===== src/rtl/i2c_pkg.sv =====
// i2c_pkg: shared I2C state encoding, bus-event bundle and helpers.
// Used by i2c_target and i2c_bus_cond; the master refactor will reuse it.
package i2c_pkg;

  typedef enum logic [3:0] {
    IDLE,
    ADDR,
    ADDR_ACK,
    RX,
    RX_ACK,
    RX_NACK,
    TX,
    TX_ACK,
    WAIT_STOP
  } state_t;

  localparam int RNW_BIT = 0;

  typedef struct packed {
    logic scl_rise;
    logic scl_fall;
    logic start;
    logic stop;
    logic sda;
  } bus_ev_t;

  function automatic logic maj3(
    input logic a,
    input logic b,
    input logic c
  );
    return (a & b) | (a & c) | (b & c);
  endfunction

endpackage


===== src/rtl/i2c_target_if.sv =====
// i2c_target_if: open-drain I2C pins between bus side and target.
// SDA_IN carries the resolved wired-AND line level.
interface i2c_target_if;
  logic SCL;
  logic SDA_IN;
  logic SDA_OUT;
  logic SDA_OE;

  modport master (
    output SCL,
    output SDA_IN,
    input  SDA_OUT,
    input  SDA_OE
  );

  modport slave (
    input  SCL,
    input  SDA_IN,
    output SDA_OUT,
    output SDA_OE
  );
endinterface


===== src/rtl/i2c_bus_cond.sv =====
// i2c_bus_cond: SCL/SDA sync, optional majority filter, edge/START/STOP.
// Define I2C_TARGET_GLITCH_FILTER_EN to add the 3-sample majority filter.
module i2c_bus_cond
  import i2c_pkg::*;
#(
  parameter int SYNC_STAGES = 2
) (
  input  logic    CLK,
  input  logic    RESET,
  input  logic    scl,
  input  logic    sda,
  output bus_ev_t ev
);

  localparam int WARM = SYNC_STAGES + 4;
  localparam int WW = $clog2(WARM + 1);

  logic [SYNC_STAGES-1:0] scl_sync;
  logic [SYNC_STAGES-1:0] sda_sync;
  logic scl_s;
  logic sda_s;
  logic scl_f;
  logic sda_f;
  logic scl_p;
  logic sda_p;
  logic [WW-1:0] warm;
  logic armed;

  assign scl_s = scl_sync[SYNC_STAGES-1];
  assign sda_s = sda_sync[SYNC_STAGES-1];
  assign armed = (warm == WW'(WARM));

  // synchronizer chains, reset to the idle-high bus level
  always_ff @(posedge CLK or negedge RESET) begin
    if (!RESET) begin
      scl_sync <= '1;
      sda_sync <= '1;
    end else begin
      scl_sync <= {scl_sync[SYNC_STAGES-2:0], scl};
      sda_sync <= {sda_sync[SYNC_STAGES-2:0], sda};
    end
  end

`ifdef I2C_TARGET_GLITCH_FILTER_EN
  logic [1:0] scl_h;
  logic [1:0] sda_h;

  // majority of three samples drops single-cycle pulses
  always_ff @(posedge CLK or negedge RESET) begin
    if (!RESET) begin
      scl_h <= '1;
      sda_h <= '1;
      scl_f <= 1'b1;
      sda_f <= 1'b1;
    end else begin
      scl_h <= {scl_h[0], scl_s};
      sda_h <= {sda_h[0], sda_s};
      scl_f <= maj3(scl_s, scl_h[0], scl_h[1]);
      sda_f <= maj3(sda_s, sda_h[0], sda_h[1]);
    end
  end
`else
  assign scl_f = scl_s;
  assign sda_f = sda_s;
`endif

  // events are masked until the chains hold real pin values after reset
  always_ff @(posedge CLK or negedge RESET) begin
    if (!RESET) begin
      scl_p       <= 1'b1;
      sda_p       <= 1'b1;
      warm        <= '0;
      ev.scl_rise <= 1'b0;
      ev.scl_fall <= 1'b0;
      ev.start    <= 1'b0;
      ev.stop     <= 1'b0;
      ev.sda      <= 1'b1;
    end else begin
      scl_p <= scl_f;
      sda_p <= sda_f;
      if (!armed) warm <= warm + WW'(1);
      ev.scl_rise <= armed & scl_f & ~scl_p;
      ev.scl_fall <= armed & ~scl_f & scl_p;
      ev.start    <= armed & scl_f & scl_p & sda_p & ~sda_f;
      ev.stop     <= armed & scl_f & scl_p & ~sda_p & sda_f;
      ev.sda      <= sda_f;
    end
  end

endmodule


===== src/rtl/i2c_target.sv =====
// i2c_target: 7-bit address I2C responder, two-byte write/read payloads.
// I2C_TARGET_GLITCH_FILTER_EN enables the input majority filter.
module i2c_target
  import i2c_pkg::*;
#(
  parameter int SYNC_STAGES = 2,
  parameter int MAX_BYTES   = 2
) (
  input  logic        CLK,
  input  logic        RESET,
  input  logic [6:0]  I2C_ADDR,
  i2c_target_if.slave bus,
  input  logic [15:0] RD_DATA,
  output logic [15:0] WR_DATA,
  output logic        WR_VALID,
  output logic        TWOBYTE_RX,
  output logic        BUSY
);

  localparam int IW = $clog2(MAX_BYTES + 1);
  localparam logic [IW-1:0] MAXB = IW'(MAX_BYTES);

  bus_ev_t ev;

  state_t state, state_n;
  logic [2:0]    bit_cnt, bit_n;
  logic [6:0]    shreg, sh_n;
  logic          rnw, rnw_n;
  logic [15:0]   rd_buf, rdb_n;
  logic [IW-1:0] byte_idx, idx_n;
  logic          tx_sel, sel_n;
  logic          ack_ph, ph_n;
  logic          oe, oe_n;
  logic [15:0]   wd_n;
  logic          wv_n;
  logic          two_n;
  logic          busy_n;

  logic [7:0] rx_byte;
  logic [7:0] tx_byte;
  logic [7:0] nxt_byte;
  logic       wrote;

  i2c_bus_cond #(
    .SYNC_STAGES(SYNC_STAGES)
  ) u_cond (
    .CLK  (CLK),
    .RESET(RESET),
    .scl  (bus.SCL),
    .sda  (bus.SDA_IN),
    .ev   (ev)
  );

  assign rx_byte  = {shreg, ev.sda};
  assign tx_byte  = tx_sel ? rd_buf[7:0] : rd_buf[15:8];
  assign nxt_byte = tx_sel ? rd_buf[15:8] : rd_buf[7:0];
  assign wrote    = busy_q() & ~rnw & (byte_idx != '0);

  function automatic logic busy_q();
    return BUSY;
  endfunction

  assign bus.SDA_OE  = oe;
  assign bus.SDA_OUT = ~oe;

  // next-state and datapath decode; START/STOP override bit activity
  always_comb begin
    state_n = state;
    bit_n   = bit_cnt;
    sh_n    = shreg;
    rnw_n   = rnw;
    rdb_n   = rd_buf;
    idx_n   = byte_idx;
    sel_n   = tx_sel;
    ph_n    = ack_ph;
    oe_n    = oe;
    wd_n    = WR_DATA;
    wv_n    = 1'b0;
    two_n   = TWOBYTE_RX;
    busy_n  = BUSY;
    if (ev.start || ev.stop) begin
      state_n = ev.start ? ADDR : IDLE;
      bit_n   = '0;
      ph_n    = 1'b0;
      oe_n    = 1'b0;
      busy_n  = 1'b0;
      idx_n   = '0;
      wv_n    = wrote;
      if (wrote) two_n = (byte_idx > IW'(1));
    end else begin
      unique case (state)
        IDLE, WAIT_STOP: begin
        end
        ADDR: begin
          if (ev.scl_rise) begin
            sh_n  = rx_byte[6:0];
            bit_n = bit_cnt + 3'd1;
            if (bit_cnt == 3'd7) begin
              if (rx_byte[7:1] == I2C_ADDR) begin
                state_n = ADDR_ACK;
                rnw_n   = rx_byte[RNW_BIT];
                busy_n  = 1'b1;
                idx_n   = '0;
                sel_n   = 1'b0;
                ph_n    = 1'b0;
                if (rx_byte[RNW_BIT]) rdb_n = RD_DATA;
              end else begin
                state_n = WAIT_STOP;
              end
            end
          end
        end
        ADDR_ACK: begin
          if (ev.scl_fall) begin
            if (!ack_ph) begin
              oe_n = 1'b1;
              ph_n = 1'b1;
            end else begin
              ph_n  = 1'b0;
              bit_n = '0;
              if (rnw) begin
                state_n = TX;
                oe_n    = ~tx_byte[7];
              end else begin
                state_n = RX;
                oe_n    = 1'b0;
              end
            end
          end
        end
        RX: begin
          if (ev.scl_rise) begin
            sh_n  = rx_byte[6:0];
            bit_n = bit_cnt + 3'd1;
            ph_n  = 1'b0;
            if (bit_cnt == 3'd7) begin
              if (byte_idx < MAXB) begin
                if (byte_idx == '0) wd_n[15:8] = rx_byte;
                else wd_n[7:0] = rx_byte;
                idx_n   = byte_idx + IW'(1);
                state_n = RX_ACK;
              end else begin
                state_n = RX_NACK;
              end
            end
          end
        end
        RX_ACK, RX_NACK: begin
          if (ev.scl_fall) begin
            if (!ack_ph) begin
              oe_n = (state == RX_ACK);
              ph_n = 1'b1;
            end else begin
              oe_n    = 1'b0;
              ph_n    = 1'b0;
              state_n = (state == RX_ACK) ? RX : WAIT_STOP;
            end
          end
        end
        TX: begin
          if (ev.scl_fall) begin
            if (bit_cnt == 3'd7) begin
              oe_n    = 1'b0;
              bit_n   = '0;
              ph_n    = 1'b0;
              state_n = TX_ACK;
            end else begin
              bit_n = bit_cnt + 3'd1;
              oe_n  = ~tx_byte[3'd6 - bit_cnt];
            end
          end
        end
        TX_ACK: begin
          if (ev.scl_rise) begin
            if (ev.sda) state_n = WAIT_STOP;
            else ph_n = 1'b1;
          end else if (ev.scl_fall && ack_ph) begin
            ph_n    = 1'b0;
            sel_n   = ~tx_sel;
            bit_n   = '0;
            oe_n    = ~nxt_byte[7];
            state_n = TX;
          end
        end
        default: begin
          state_n = IDLE;
          oe_n    = 1'b0;
        end
      endcase
    end
  end

  // state register
  always_ff @(posedge CLK or negedge RESET) begin
    if (!RESET) state <= IDLE;
    else state <= state_n;
  end

  // datapath and output registers; reset releases SDA at once
  always_ff @(posedge CLK or negedge RESET) begin
    if (!RESET) begin
      bit_cnt    <= '0;
      shreg      <= '0;
      rnw        <= 1'b0;
      rd_buf     <= '0;
      byte_idx   <= '0;
      tx_sel     <= 1'b0;
      ack_ph     <= 1'b0;
      oe         <= 1'b0;
      WR_DATA    <= '0;
      WR_VALID   <= 1'b0;
      TWOBYTE_RX <= 1'b0;
      BUSY       <= 1'b0;
    end else begin
      bit_cnt    <= bit_n;
      shreg      <= sh_n;
      rnw        <= rnw_n;
      rd_buf     <= rdb_n;
      byte_idx   <= idx_n;
      tx_sel     <= sel_n;
      ack_ph     <= ph_n;
      oe         <= oe_n;
      WR_DATA    <= wd_n;
      WR_VALID   <= wv_n;
      TWOBYTE_RX <= two_n;
      BUSY       <= busy_n;
    end
  end

endmodule


===== src/flat_wrapper.sv =====
// flat-port wrapper written by rule: the top's interface ports become plain ports
module i2c_target_flat import i2c_pkg::*;
#(
  parameter int SYNC_STAGES = 2,
  parameter int MAX_BYTES   = 2
)
  (CLK, RESET, I2C_ADDR, RD_DATA, WR_DATA, WR_VALID, TWOBYTE_RX, BUSY, bus_SCL, bus_SDA_IN, bus_SDA_OUT, bus_SDA_OE);
  i2c_target_if bus_i ();
  input  logic CLK;
  input  logic RESET;
  input  logic [6:0] I2C_ADDR;
  input  logic [15:0] RD_DATA;
  output logic [15:0] WR_DATA;
  output logic WR_VALID;
  output logic TWOBYTE_RX;
  output logic BUSY;
  input wire logic [$bits(bus_i.SCL)-1:0] bus_SCL;
  input wire logic [$bits(bus_i.SDA_IN)-1:0] bus_SDA_IN;
  output wire logic [$bits(bus_i.SDA_OUT)-1:0] bus_SDA_OUT;
  output wire logic [$bits(bus_i.SDA_OE)-1:0] bus_SDA_OE;
  assign bus_i.SCL = bus_SCL;
  assign bus_i.SDA_IN = bus_SDA_IN;
  assign bus_SDA_OUT = bus_i.SDA_OUT;
  assign bus_SDA_OE = bus_i.SDA_OE;
  i2c_target #(.SYNC_STAGES(SYNC_STAGES), .MAX_BYTES(MAX_BYTES)) u_core (.CLK(CLK), .RESET(RESET), .I2C_ADDR(I2C_ADDR), .bus(bus_i), .RD_DATA(RD_DATA), .WR_DATA(WR_DATA), .WR_VALID(WR_VALID), .TWOBYTE_RX(TWOBYTE_RX), .BUSY(BUSY));
endmodule

===== config.mk =====
export PLATFORM = sky130hd
export DESIGN_NAME = i2c_target_flat
export DESIGN_NICKNAME = d
export VERILOG_FILES = /design/src/rtl/i2c_pkg.sv /design/src/rtl/i2c_target_if.sv /design/src/rtl/i2c_bus_cond.sv /design/src/rtl/i2c_target.sv /design/src/flat_wrapper.sv
export SDC_FILE = /design/constraint.sdc
export NUM_CORES = 1
export LEC_CHECK = 0
export ABC_CLOCK_PERIOD_IN_PS = 2400
export CORE_UTILIZATION = 50
export DETAILED_ROUTE_END_ITERATION = 6
export HOLD_SLACK_MARGIN = 0.02
export PLACE_DENSITY_LB_ADDON = 0.25
export SYNTH_ARGS = -nofsm -noshare
export SYNTH_HDL_FRONTEND = slang
export SYNTH_SLANG_ARGS = --single-unit

===== constraint.sdc =====
create_clock -name CLK -period 2.4 [get_ports CLK]
set_input_delay 0.36 -clock CLK [delete_from_list [all_inputs] [get_ports CLK]]
set_output_delay 0.36 -clock CLK [all_outputs]
set_load 0.005 [all_outputs]

Word level (Yosys, flattened, before mapping)
Cells that the tools add are included.
{"block": "classes", "n_addsub": 4, "order_cmp": 3, "eq_ne": 37, "mux": 74, "n_bitwise": 23, "n_reduce_logical": 31}
{"operator": "4-bit 2-to-1 mux", "n": 16}
{"operator": "1-bit 2-to-1 mux", "n": 33}
{"operator": "3-bit by 1-bit inequality test with 1-bit output, second input constant", "n": 10}
{"operator": "4-bit case mux with 7 select lines", "n": 1}
{"operator": "3-bit 2-to-1 mux", "n": 9}
{"operator": "6-bit AND reduction", "n": 4}
{"operator": "7-bit AND reduction", "n": 3}
{"operator": "3-bit by 2-bit inequality test with 1-bit output, second input constant", "n": 6}
{"operator": "4-bit by 3-bit == test with 1-bit output, second input constant", "n": 4}
{"operator": "8-bit 2-to-1 mux", "n": 2}
{"operator": "2-bit 2-to-1 mux", "n": 7}
{"operator": "13-bit AND reduction", "n": 1}
{"operator": "1-bit inverter", "n": 12}
{"operator": "3-bit case mux with 4 select lines", "n": 1}
{"operator": "2-bit nonzero test", "n": 6}
{"operator": "1-bit bitwise AND", "n": 11}
{"operator": "2-bit by 1-bit inequality test with 1-bit output, second input constant", "n": 5}
{"operator": "1-bit case mux with 5 select lines", "n": 2}
{"operator": "10-bit AND reduction", "n": 1}
{"operator": "4-bit by 2-bit == test with 1-bit output, second input constant", "n": 2}
{"operator": "4-bit by 3-bit inequality test with 1-bit output, second input constant", "n": 2}
{"operator": "7-bit == test", "n": 1}
{"operator": "3-bit by 1-bit adder with 3-bit output, second input constant", "n": 2}
{"operator": "3-bit == test, second input constant", "n": 2}
{"operator": "other kinds (26)", "n": 29}
{"block": "word_totals", "reg_bits": 68, "output_inout_bits": 21, "wordCells": 195}

Depth between registers and ports, before layout
{"block": "depth", "depth_word": 8, "depth_mapped": 7, "ltp_nobuf": 7}

Hierarchy
From an unflattened synthesis, not the netlist that was laid out.
{"block": "hier_totals", "hier_cells": 293, "hier_area_um2": 3548.4}
{"mod": "i2c_target", "n_inst": 1, "cells_each": 264, "area_per_inst_um2": 3072.9}
{"mod": "i2c_bus_cond", "n_inst": 1, "cells_each": 29, "area_per_inst_um2": 475.5}

Least setup slack after synthesis
Ideal clock, no wire load.
{"block": "synth_timing", "path_kind": "flip-flop to flip-flop", "from": "register u_core.bit_cnt[0]", "to": "register u_core.rd_buf[10]", "setup_time_ns": 0.125, "arrival_ns": 2.311, "t_required_ns": 2.275, "setup_slack_ns": -0.036, "path_stages_with_launch": 8, "period_less_slack_ns": 2.436, "path_cell_list": "dfrtp_1 -> ha_1 -> ha_1 -> or4b_4 -> or3_4 -> nor2_8 -> buf_12 -> mux2_4"}
{"block": "synth_between", "elab_chain_cells": 2}
{"element": "start, declared", "line_no": "i2c_target.sv:26", "text": "logic [2:0] bit_cnt, bit_n;"}
{"element": "start signal, assigned", "line_no": "i2c_target.sv:215", "text": "bit_cnt <= bit_n;"}
{"element": "3-bit == test", "line_no": "i2c_target.sv:98", "text": "if (bit_cnt == 3'd7) begin"}
{"element": "6-bit AND reduction (no source line)"}
{"element": "end signal, assigned", "line_no": "i2c_target.sv:218", "text": "rd_buf <= rdb_n;"}
{"element": "end, declared", "line_no": "i2c_target.sv:29", "text": "logic [15:0] rd_buf, rdb_n;"}
No other way between the ends.
A chain may end at the register's enable or synchronous reset.

Final worst setup path
{"block": "layout_timing", "from": "register u_core.bit_cnt[1]", "to": "register u_core.rd_buf[1]"}
The elaborated chain is that of the path after synthesis.

==> metrics.txt <==
cts hold-fix bufs=0; sequential group share of total power=42.2%; GP Congestion=0.906; vias in the first global route=2736; first-pass GRT wire length=13.5 mm; drt total wl=8.23 mm; Die Area=7360 um2; Syn Area/Cell=11.8 um2; unrepaired setup endpoints after global routing=true; largest area contributor in the netlist=dfrtp_1; total vias in the final route=2706; internal power=2.23 mW; reg2reg end=u_core.rd_buf[1]; Overflow after GRT=0; clk_skew=8.51 ps; fin util=67.8%; relative slew slack=46.7%; Hold Vio Cnt, Final=0; Max clock buf depth=2; Ant. Diodes=0; commonest cells in the netlist=62 x dfrtp_1, 33 x mux2_2, 21 x nand2_1, 18 x nor2_1, 12 x inv_1; die height=85.8 um; data arrival time of the worst path=2590 ps; crit end category=register; clock power share=33.4%; WS Path Type=reg -> reg; # clock sinks=68; WP data required=2640 ps; DRC viols=0; I/O pins=48; # H-tree levels=3; Post-Synthesis Cell Area=3510 um2; share of the synthesized area in the top cell type=44.2%; Max Slew Vio Count=0; status=finished clean; CP Cell Sequence=ha_2 -> ha_4 -> or4b_4 -> or3_4 -> nor2_8 -> buf_4 -> mux2_2; Initial Utilization=51.7%; Fin Setup TNS=0 ps; peak supply drop=0.535 mV; fin crit share=98.2%; Syn Nets=333; Sw Pwr=996 uW; Skew-Pair Late Insertion Delay=350 ps; area delta synth->final=31.1%; Detailed Routing Iterations Pass 1=5; number of routed nets with antenna violations=0; synthesized instance count=298; fmax=0.424 GHz; number of synthesized flops with an enable pin=0; Finish-stage setup viols=0; via/cell ratio=5.61; hpwl dp=5.72 mm; PortBufs=47; sw frac=30.9%; initial antenna violation count=0; crit-path max cell delay=470 ps; TritonCTS clock tree=done; Post-CTS Setup Inserts=0; Primary FF master, synth=dfrtp_1; r2r setup slk=40 ps; critical path's slowest cell=or4b_4; Worst setup SP type=register; cell family with most CP delay=simple AND/OR/NAND/NOR gates; die width=85.8 um; Distinct cells, synth=55; Period minus WS final=2360 ps; worst path bufs/invs=1; Max Cap Viol=0; clock root buffer=clkbuf_8; most numerous cell in the Yosys netlist=dfrtp_1; Num CTS Buffers=9; asr flop ratio synth=100%; wire length per cell=17.1 um; Total GRT Usage=24.3%; worst-path fanout max=5; layout cells sized above 1=31.1%; largest net degree at the start of global routing=69; Synth Register Bits=68; CTS clock-pin slew for the worst setup and hold paths=80 ps; Final Non-Filler Cells=482; sequential fraction of the synthesis area=48.7%; final hold slack=22.1 ps; core area=6790 um2; hold crit path type=in -> async; worst r2r src=u_core.bit_cnt[1]; synth top area cells=dfrtp_1 44%, mux2_2 11%, dfstp_2 4.5%; site row count=30; R2R cell count=7; 1st-iter DRT viols=201; static leakage=2.08 nW; yosys warns=0; Final nets=416; Comb pwr share=24.4%; transition time of the tightest slew-check pin=797 ps; total placed cells including tap cells=465; Pwr per Cell Area=701 nW/um2
==> cell families after synthesis <==
group / Yosys count / share of synthesized area [%]
AOI/OAI and AO/OA: 42 / 8.19
adders and majority gates: 8 / 2.85
and+or+nand+nor: 91 / 15.4
DFF: 68 / 48.7
buffers and inverters: 25 / 3.17
xor gates and xnor gates: 10 / 2.49
muxes: 54 / 19.3
==> worst max-delay path by stage <==
stage,startpoint,slack (ps),to,cells past startpoint
after global routing,u_core.bit_cnt[0],-6,u_core.rd_buf[1],7
final,u_core.bit_cnt[1],40,u_core.rd_buf[1],7
after CTS,u_core.bit_cnt[0],30,u_core.rd_buf[15],7
after detailed placement,I2C_ADDR[0],-290,u_core.rd_buf[14],7
after floorplan,u_core.bit_cnt[0],20,u_core.rd_buf[10],7
after global placement,I2C_ADDR[3],-240,u_core.rd_buf[14],7
==> cells in the final DEF (no fill, tap or decap), types with 4 or more instances in the layout <==
master           synthesis  routed
nor2b_1                  8       8
mux4_2                   4       4
ha_1                     8       6
a21oi_1                  7       7
buf_4                    0      35
nor2_1                  18      18
mux2_2                  33      33
xnor2_1                  7       7
mux2_4                   9       9
clkbuf_8                 0       9
dfstp_2                  6       6
nor3_1                   6       6
mux2i_1                  8       8
inv_1                   12      12
nor3b_1                  4       4
nand2_1                 21      21
dfrtp_1                 62      59
clkdlybuf4s50_1          0      46
o21ai_0                 11      11
nand3_1                  4       4
==> metal layers <==
metal  wire length, um  part of all wire (%)  GRT usage (%)
met4               139                   1.7           8.18
met1              3640                    44           31.6
met5                 0                     0              0
met2              4000                    49           40.6
met3               449                   5.5           5.20
==> registers in the layout, indices dropped and copies added (netlist names), 2 cells and up <==
| signal | count |
|---|---|
| u_core.WR_DATA | 16 |
| u_core.bit_cnt | 3 |
| u_core.byte_idx | 2 |
| u_core.rd_buf | 16 |
| u_core.shreg | 7 |
| u_core.state | 4 |
| u_core.u_cond.ev | 5 |
| u_core.u_cond.scl_sync | 2 |
| u_core.u_cond.sda_sync | 2 |
| u_core.u_cond.warm | 3 |
==> stage by stage <==
stage               setup slack (ps)  area (um2)  total power, mW
finish                          44.0        4600             3.23
global route                   -5.72        4600             3.38
CTS                             33.3        4570             3.23
detailed placement              -288        4340             2.14
global placement                -244        4340             2.12
floorplan                       17.4        3510             1.78
==> power by group through the flow <==
stage	Sequential (mW)	Combinational [mW]	Clock (mW)
3_3_place_gp	1.37	0.750	0
4_1_cts	1.35	0.770	1.11
5_1_grt	1.38	0.855	1.14
6_report	1.36	0.786	1.08
2_1_floorplan	1.33	0.452	0
3_5_place_dp	1.38	0.761	0
==> cell type report <==
type	count	area, um2
clock buffers	9	124
clock inverters	7	98.8
fillers	521	2190
inverters	12	45.0
multi-input cells	205	1710
flip-flops and latches	68	1710
well taps	96	120
repair buffers	85	793
==> what timing repair did <==
item / 4_1_cts / 5_1_grt
pin swaps: 0 / 3
setup endpoints to repair: 19 / 5
resized for setup: 3 / 4
cloned: 0 / 1
endpoints found under the hold margin: 0 / 0
Power figures use the tool's default switching activity.
